**config.mk**
```make
export PLATFORM = sky130hd
export DESIGN_NAME = pc_flag_unit
export DESIGN_NICKNAME = d
export VERILOG_FILES = /design/src/rtl/pc_flag_unit.sv
export SDC_FILE = /design/constraint.sdc
export NUM_CORES = 1
export LEC_CHECK = 0
export CAP_MARGIN = 10
export CELL_PAD_IN_SITES_DETAIL_PLACEMENT = 0
export CELL_PAD_IN_SITES_GLOBAL_PLACEMENT = 1
export CORE_MARGIN = 2
export CORE_UTILIZATION = 25
export CTS_CLUSTER_SIZE = 24
export DETAILED_ROUTE_END_ITERATION = 7
export PLACE_DENSITY = 0.87
export SLEW_MARGIN = 20
export SYNTH_ARGS = -nofsm -noshare
export SYNTH_HDL_FRONTEND = slang
export SYNTH_SLANG_ARGS = --single-unit
```
**constraint.sdc**
```tcl
create_clock -name clk -period 2.1 [get_ports clk]
set_input_delay 0.21 -clock clk [delete_from_list [all_inputs] [get_ports clk]]
set_output_delay 0.21 -clock clk [all_outputs]
set_load 0.01 [all_outputs]
```
**src/rtl/pc_flag_unit.sv**
```systemverilog
// pc_flag_unit: execute-stage back end of the SIMPLE core (flags, PC, branches, halt).
// Optional BR_COUNT_EN adds a saturating taken-branch counter on br_count.
module pc_flag_unit #(
  parameter int PC_W   = 12,
  parameter int DATA_W = 16,
  parameter int CNT_W  = 16
) (
  input  logic              clk,
  input  logic              rst_n,
  input  logic              stall,
  input  logic              ex_valid,
  input  logic [15:0]       instr,
  input  logic [DATA_W-1:0] alu_x,
  input  logic [3:0]        alu_code,
  input  logic              flag_we,
  output logic [PC_W-1:0]   pc,
  output logic [3:0]        flags,
  output logic              taken,
  output logic              flush,
  output logic              halted,
  output logic [CNT_W-1:0]  br_count
);

  typedef enum logic [1:0] {
    RUN,
    FLUSH,
    HALT
  } state_t;

  state_t          state;
  state_t          state_nx;
  logic [PC_W-1:0] pc_nx;
  logic [3:0]      flags_nx;

  logic is_b;
  logic is_c;
  logic is_hlt;
  logic cond_ok;
  logic br_hit;
  logic act;
  logic s_f;
  logic z_f;
  logic v_f;

  assign is_b   = instr[15:11] == 5'b10100;
  assign is_c   = instr[15:11] == 5'b10111;
  assign is_hlt = (instr[15:14] == 2'b11) &&
                  (instr[7:4] == 4'b1111);

  // Conditions look only at committed flags.
  assign s_f = flags[3];
  assign z_f = flags[2];
  assign v_f = flags[0];

  always_comb begin
    cond_ok = 1'b0;
    case (instr[10:8])
      3'b000:  cond_ok = z_f;
      3'b001:  cond_ok = s_f ^ v_f;
      3'b010:  cond_ok = z_f | (s_f ^ v_f);
      3'b011:  cond_ok = !z_f;
      default: cond_ok = 1'b0;
    endcase
  end

  assign br_hit = is_b | (is_c & cond_ok);
  assign act    = ex_valid & !stall & (state == RUN);
  assign taken  = act & br_hit;
  assign flush  = state == FLUSH;
  assign halted = state == HALT;

  always_comb begin
    state_nx = state;
    pc_nx    = pc;
    flags_nx = flags;
    unique case (state)
      RUN: begin
        if (!stall) begin
          if (!ex_valid) begin
            pc_nx = pc + PC_W'(1);
          end else begin
            if (flag_we) flags_nx = alu_code;
            unique case (1'b1)
              br_hit: begin
                pc_nx    = alu_x[PC_W-1:0];
                state_nx = FLUSH;
              end
              is_hlt: state_nx = HALT;
              default: pc_nx = pc + PC_W'(1);
            endcase
          end
        end
      end
      FLUSH: begin
        if (!stall) state_nx = RUN;
      end
      HALT: state_nx = HALT;
      default: state_nx = RUN;
    endcase
  end

  always_ff @(posedge clk) begin
    if (!rst_n) begin
      state <= RUN;
      pc    <= '0;
      flags <= 4'b0000;
    end else begin
      state <= state_nx;
      pc    <= pc_nx;
      flags <= flags_nx;
    end
  end

`ifdef BR_COUNT_EN
  logic [CNT_W-1:0] cnt_q;

  always_ff @(posedge clk) begin
    if (!rst_n) begin
      cnt_q <= '0;
    end else if (taken && (cnt_q != {CNT_W{1'b1}})) begin
      cnt_q <= cnt_q + CNT_W'(1);
    end
  end

  assign br_count = cnt_q;
`else
  assign br_count = '0;
`endif

  logic unused_bits;
  assign unused_bits = ^{alu_x[DATA_W-1:PC_W], instr[3:0]};

endmodule

```
==> run_results.csv, run 1 <==
group,metric,value,unit
synth,synthCells,152,
synth,yosysSeqAreaShare,29.9,%
critical_path,reg2reg_to,"state[0]",
worst_hold_path,holdPathEnd,"pc[11]",
detailed_routing,drt_iter0_drc,15,
detailed_routing,wirelength,3.29,mm
timing,rsz0062_at_grt,"no",
layout,drive_above_1_share,9.18,%
timing,maxSlewViolCount,0,
critical_path,worstSetupEndpointType,"flip-flop",
clocking,clockBufferDepth,2,
timing,worst_hold_slack,493,ps
synth,synth_area_per_cell,7.92,um^2
critical_path,critPathSlowestCell,"clkdlybuf4s50_1",
power_and_ir_drop,intPower,570,uW
clocking,cts_root_buf,"clkbuf_8",
timing,finalHoldViolations,0,
clocking,cts.sinks,18,
power_and_ir_drop,power.leakage,0.000712,uW
global_route,gr-total-overflow,0,
clocking,holdBufCountCts,0,
global_route,grt_max_degree,25,
die,die-width,73.4,um
critical_path,cp_max_fo,24,
synth,synth_edf_count,0,
die,io_pins,76,
critical_path,crit_type,"primary input to flip-flop",
place,dpl.hpwl,2.52,mm
synth,synth_seq_cells,18,
place,io_buffers,51,
synth,synth_common_cells,"18 x dfxtp_1, 18 x nand2_1, 16 x buf_4",
detailed_routing,wire_per_inst,12.6,um
clocking,cts_resized,2,
detailed_routing,via_count,1233,
place,place_ws,-47.5,ps
clocking,cts_made_buffers,3,
synth,synth_cell_type_count,38,
timing,period_needed,1730,ps
clocking,worstSkewPairLatency,250,ps
detailed_routing,postRouteAntennaNets,0,
die,dieHeight,73.4,um
power_and_ir_drop,pwr-share-seq,46.3,%
layout,fillers,503,
synth,yosys.area.top_type,"dfxtp_1",
worst_hold_path,min-delay-start,"pc[11]",
global_route,grt_pass1_wl,5.31,mm
power_and_ir_drop,power_frac_comb,21.9,%
synth,yosys_warnings,0,
detailed_routing,drc,0,
global_route,grt_pass1_vias,1129,
synth,yosysTopAreaCellShare,29.9,%
global_route,groute.usage.overall,12.6,%
critical_path,r2r_slack,460,ps
die,initial_core_util,25.7,%
worst_hold_path,whs_path_depth,2,
critical_path,crit_chain,"clkdlybuf4s50_1, xnor2_1, o21ai_2, o211ai_4, buf_4, or3_1, a211oi_2",
critical_path,r2r_cells,6,
job,cap_viol_max_count,0,
critical_path,worstSetupStartpointType,"primary input",
timing,finalWorstSetupSlack,369,ps
timing,setup_viol,0,
synth,netlist_area,1200,um^2
detailed_routing,drtPass1Iterations,4,
layout,antenna-diode-count,0,
layout,nets,251,
die,coreArea,4690,um^2
power_and_ir_drop,p_sw,196,uW
critical_path,reg2reg_from,"flags[2]",
place,gp_congestion,0.767,
critical_path,arrival,1910,ps
global_route,antenna_found_initial,0,
die,rows,25,
synth,synth_area_leaders,"dfxtp_1 30%, mux2i_1 10%, buf_4 10%",
critical_path,required,2280,ps
timing,period_share,82.4,%
critical_path,slowest_delay,520,ps
clocking,cts-htree-levels,1,
clocking,cts_tree,"done",
detailed_routing,via_per_inst,4.72,
timing,skew,1.04,ps
synth,async_reset_ff_share,0,%
clocking,cts.clk_slew.worst_paths,70,ps
clocking,post_cts_buffers,0,
timing,fmax,578,MHz
status,status,"finished, final reports clean",
die,die_area,5390,um^2
synth,synth_top_flop_cell,"dfxtp_1",
power_and_ir_drop,p_sw_share,25.6,%
power_and_ir_drop,p_per_area,428,nW/um^2
worst_hold_path,hp-class,"flip-flop to flip-flop",
power_and_ir_drop,peakVddDrop,0.000157,V
power_and_ir_drop,p_clk_share,31.8,%
layout,area_growth_syn_to_layout,48.5,%
==> power by group through the flow <==
stage	Combinational, uW	Sequential [uW]	Clock [uW]
after floorplan	81.7	368	0
after global placement	167	362	0
after detailed placement	167	363	0
after CTS	169	355	254
after global routing	184	356	273
final	168	355	243
==> kinds of logic (layout without fill, tap and decap cells) <==
| logic type | Yosys count | count (layout) | synth area share [%] |
|---|---|---|---|
| compound gates | 34 | 34 | 18.8 |
| xor+xnor | 2 | 2 | 1.46 |
| simple gates | 59 | 59 | 24.8 |
| fa+ha+maj | 1 | 1 | 1.04 |
| flops | 18 | 18 | 29.9 |
| buf+inv | 25 | 65 | 13.6 |
| other cells | 1 | 16 | 0.312 |
| mux | 12 | 12 | 9.98 |
==> through the flow <==
stage | cell area (um^2) | instances | setup TNS, ps | total power, uW | util (%)
after floorplan | 1260 | 167 | 0 | 450 | -
after global placement | 1740 | 258 | -48.8 | 529 | 37.1
after detailed placement | 1740 | 258 | -47.5 | 530 | 37.1
after CTS | 1790 | 261 | 0 | 778 | 38.1
after global routing | 1790 | 261 | 0 | 813 | 38.1
final | 1790 | 261 | 0 | 766 | 38.1
==> routing by layer <==
layer  vias up  share of wire, %  GRT usage, %
met3         5               8.8          3.29
met5         -                 0             0
li1        621                 -             -
met4         0               1.3          4.24
met1       548                47          16.9
met2        59                43          19.6
==> area by class of cell <==
type                            instances  area (um^2)  share of cell area (%)
Multi-Input combinational cell        124          738                    41.3
Sequential cell                        18          360                    20.2
Inverter                                4         15.0                   0.840
Timing Repair Buffer                   58          566                    31.6
Tap cell                               54         67.6                    3.78
Clock buffer                            3         41.3                    2.31
==> worst max path at each step <==
stage | start | endpoint | cells after the start
detailed placement | instr[8] | taken | 5
floorplan | pc[0] | pc[10] | 6
finish | instr[8] | state[0] | 7
CTS | instr[8] | taken | 6
global placement | instr[8] | taken | 5
global route | instr[8] | pc[4] | 7
==> state kept, by name, summed over array words and instances (netlist names) <==
signal / count
flags: 4
pc: 12
state: 2
==> cell usage in the layout, fill, tap and decap left out, types with 2 or more instances in the layout <==
master           netlist  layout
a211oi_1               2       2
a21oi_1                9       9
buf_4                 16       7
clkbuf_8               0       3
clkdlybuf4s50_1        0      50
conb_1                 1      16
dfxtp_1               18      18
inv_1                  4       4
mux2i_1               12      12
nand2_1               18      18
nand3_1                4       4
nand3b_1               2       2
nand4_1                2       2
nor2_1                14      13
nor2_2                 1       2
nor2b_1                2       2
nor3_1                 6       6
o21a_1                 2       2
o21ai_0                6       5
o21ai_1                1       2
o22ai_1                8       8
or2_2                  2       2
or3_1                  2       2
xnor2_1                2       2
==> critical path: cells and delay by family <==
family                    cells  cell delay (ps)
AOI/OAI and AO/OA             3              480
xor gates and xnor gates      1              110
buffers and inverters         2              770
and+or+nand+nor               1              350
Note: power is estimated with default switching activity, not from simulation.
==> run 2, diff against run 1 <==
Clock period 2.1 ns to 1.8 ns, I/O delays scaled along.
==> run 2 against run 1 <==
Cell area increased by 6.4%. Combinational power rose by 24%. Register-to-register slack worse by 300 ps. Clock power rose by 36%. First-iteration DRC count rose by 110%. Sequential power is 16% higher.
==> run_results.csv, run 2 (same netlist as run 1, synthesis figures left out) <==
group,metric,value,unit
timing,period_share,94.8,%
die,rows,25,
layout,nets,263,
timing,finalHoldViolations,0,
die,die-width,73.4,um
global_route,grt_max_degree,25,
power_and_ir_drop,pwr-share-seq,43.4,%
clocking,cts_tree,"done",
clocking,cts-htree-levels,1,
timing,rsz0062_at_grt,"no",
layout,final_common_cell,"clkdlybuf4s50_1",
global_route,gr-total-overflow,0,
detailed_routing,wirelength,3.41,mm
critical_path,arrival,1530,ps
die,initial_core_util,25.7,%
die,io_pins,76,
clocking,cts.sinks,18,
layout,largest_register_ffs,12,
global_route,grt_pass1_wl,5.43,mm
clocking,cts.clk_slew.worst_paths,70,ps
critical_path,slowest_delay,540,ps
layout,largest-register,"pc",
power_and_ir_drop,p_per_area,501,nW/um^2
critical_path,worstSetupStartpointType,"primary input",
timing,worst_hold_slack,488,ps
detailed_routing,via_count,1261,
critical_path,worstSetupEndpointType,"output pin",
place,dpl.hpwl,2.54,mm
place,gp_congestion,0.767,
detailed_routing,postRouteAntennaNets,0,
clocking,holdBufCountCts,0,
layout,fin_area,1900,um^2
status,status,"finished, final reports clean",
critical_path,cp_max_fo,3,
power_and_ir_drop,p_sw_share,24.4,%
critical_path,cp_top_family,"buffers and inverters",
worst_hold_path,hp-class,"flip-flop to flip-flop",
timing,maxSlewViolCount,0,
global_route,groute.usage.overall,12.6,%
timing,setup_viol,0,
clocking,cts_root_buf,"clkbuf_8",
die,dieHeight,73.4,um
clocking,cts_made_buffers,3,
layout,reg_top3,"pc x12, flags x4, state x2",
layout,seqCellArea,360,um^2
power_and_ir_drop,intPower,720,uW
layout,area_growth_syn_to_layout,58.0,%
timing,skew,1.78,ps
layout,multi_input_area,747,um^2
layout,instances_no_fill,274,
layout,mostFrequentLayoutCells,"50 x clkdlybuf4s50_1, 18 x nand2_1, 18 x dfxtp_1, 18 x buf_4, 16 x conb_1",
timing,fmax,586,MHz
detailed_routing,drc,0,
layout,antenna-diode-count,0,
layout,drive_above_1_share,15.0,%
clocking,worstSkewPairLatency,250,ps
power_and_ir_drop,power.leakage,0.000765,uW
power_and_ir_drop,p_clk_share,34.6,%
job,cap_viol_max_count,0,
power_and_ir_drop,p_sw,232,uW
detailed_routing,wire_per_inst,12.4,um
critical_path,crit_type,"primary input to output pin",
critical_path,crit_buf_inv,2,
critical_path,crit_chain,"clkdlybuf4s50_1, xnor2_1, o21ai_2, o211ai_4, nor2_4, clkdlybuf4s15_1",
place,placedCellCount,270,
global_route,antenna_found_initial,0,
detailed_routing,drtPass1Iterations,4,
critical_path,critPathSlowestCell,"clkdlybuf4s50_1",
global_route,grt_pass1_vias,1175,
die,die_area,5390,um^2
power_and_ir_drop,peakVddDrop,0.000194,V
power_and_ir_drop,power_frac_comb,22.0,%
timing,period_needed,1710,ps
clocking,clockBufferDepth,2,
place,place_area,1830,um^2
die,coreArea,4690,um^2
layout,fillers,493,
detailed_routing,drt_iter0_drc,31,
critical_path,required,1620,ps
place,io_buffers,51,
detailed_routing,via_per_inst,4.60,
## run 2: cell count changes in the layout (fill, tap and decap cells not counted)
cell and change:
buf_4 +11, buf_6 +1, clkbuf_8 +1, clkdlybuf4s15_1 +1, dlymetal6s2s_1 -1, nor2_2 -1, nor2_4 +1, o21ai_1 -1
o21ai_2 +1
## run 2: power by group through the flow
stage               clock (uW)  sequential [uW]  combinational (uW)
detailed placement           0              422                 206
global placement             0              422                 205
global route               362              414                 228
CTS                        342              413                 209
floorplan                    0              430                95.3
finish                     330              413                 209
## run 2: final timing paths
path	slack (ps)	endpoint	from	cells after the start
min	490	pc[11]	pc[11]	2
min reg2reg	490	pc[11]	pc[11]	2
max	90	taken	instr[8]	6
max reg2reg	160	pc[10]	pc[0]	6
## run 2: timing repair
item / in CTS / in global routing
setup buffers: 0 / 0
setup endpoints to repair: 1 / 2
gates resized for setup: 3 / 4
## run 2: metal layers
layer | routed length (um) | share of wire [%] | global-route usage, %
met1 | 1650 | 48 | 17.7
met2 | 1480 | 43 | 19.8
met3 | 262 | 7.7 | 3.02
met4 | 18 | 0.53 | 2.42
met5 | 0 | 0 | 0
## run 2: per-stage QoR
| stage | setup WS (ps) | TNS [ps] | power, uW | utilization, % |
|---|---|---|---|---|
| floorplan | 187 | 0 | 525 | - |
| global placement | -257 | -1020 | 627 | 39.0 |
| detailed placement | -261 | -1320 | 628 | 39.0 |
| CTS | 69.1 | 0 | 964 | 40.2 |
| global route | 14.5 | 0 | 1000 | 40.5 |
| finish | 94.3 | 0 | 952 | 40.5 |
## run 2: cell type report
cell class | instances | area share, %
flip-flops and latches | 18 | 18.9
repair buffers | 70 | 34.5
multi-input cells | 124 | 39.3
inverters | 4 | 0.789
clock buffers | 4 | 2.89
well taps | 54 | 3.55
## run 2: worst register-to-register path: stages, from the launching register on
cell and delay [ps]:
dfxtp_1 340, ha_1 180, nand3_1 140, or2_2 380, nor4_1 260, o21ai_0 140
a21oi_1 130
==> run 3, diff against run 2 <==
Settings changed: GPL_ROUTABILITY_DRIVEN from default to 0.
==> results of run 3 <==
Same layout as run 2: the final DEF is identical, and so are final timing and power.
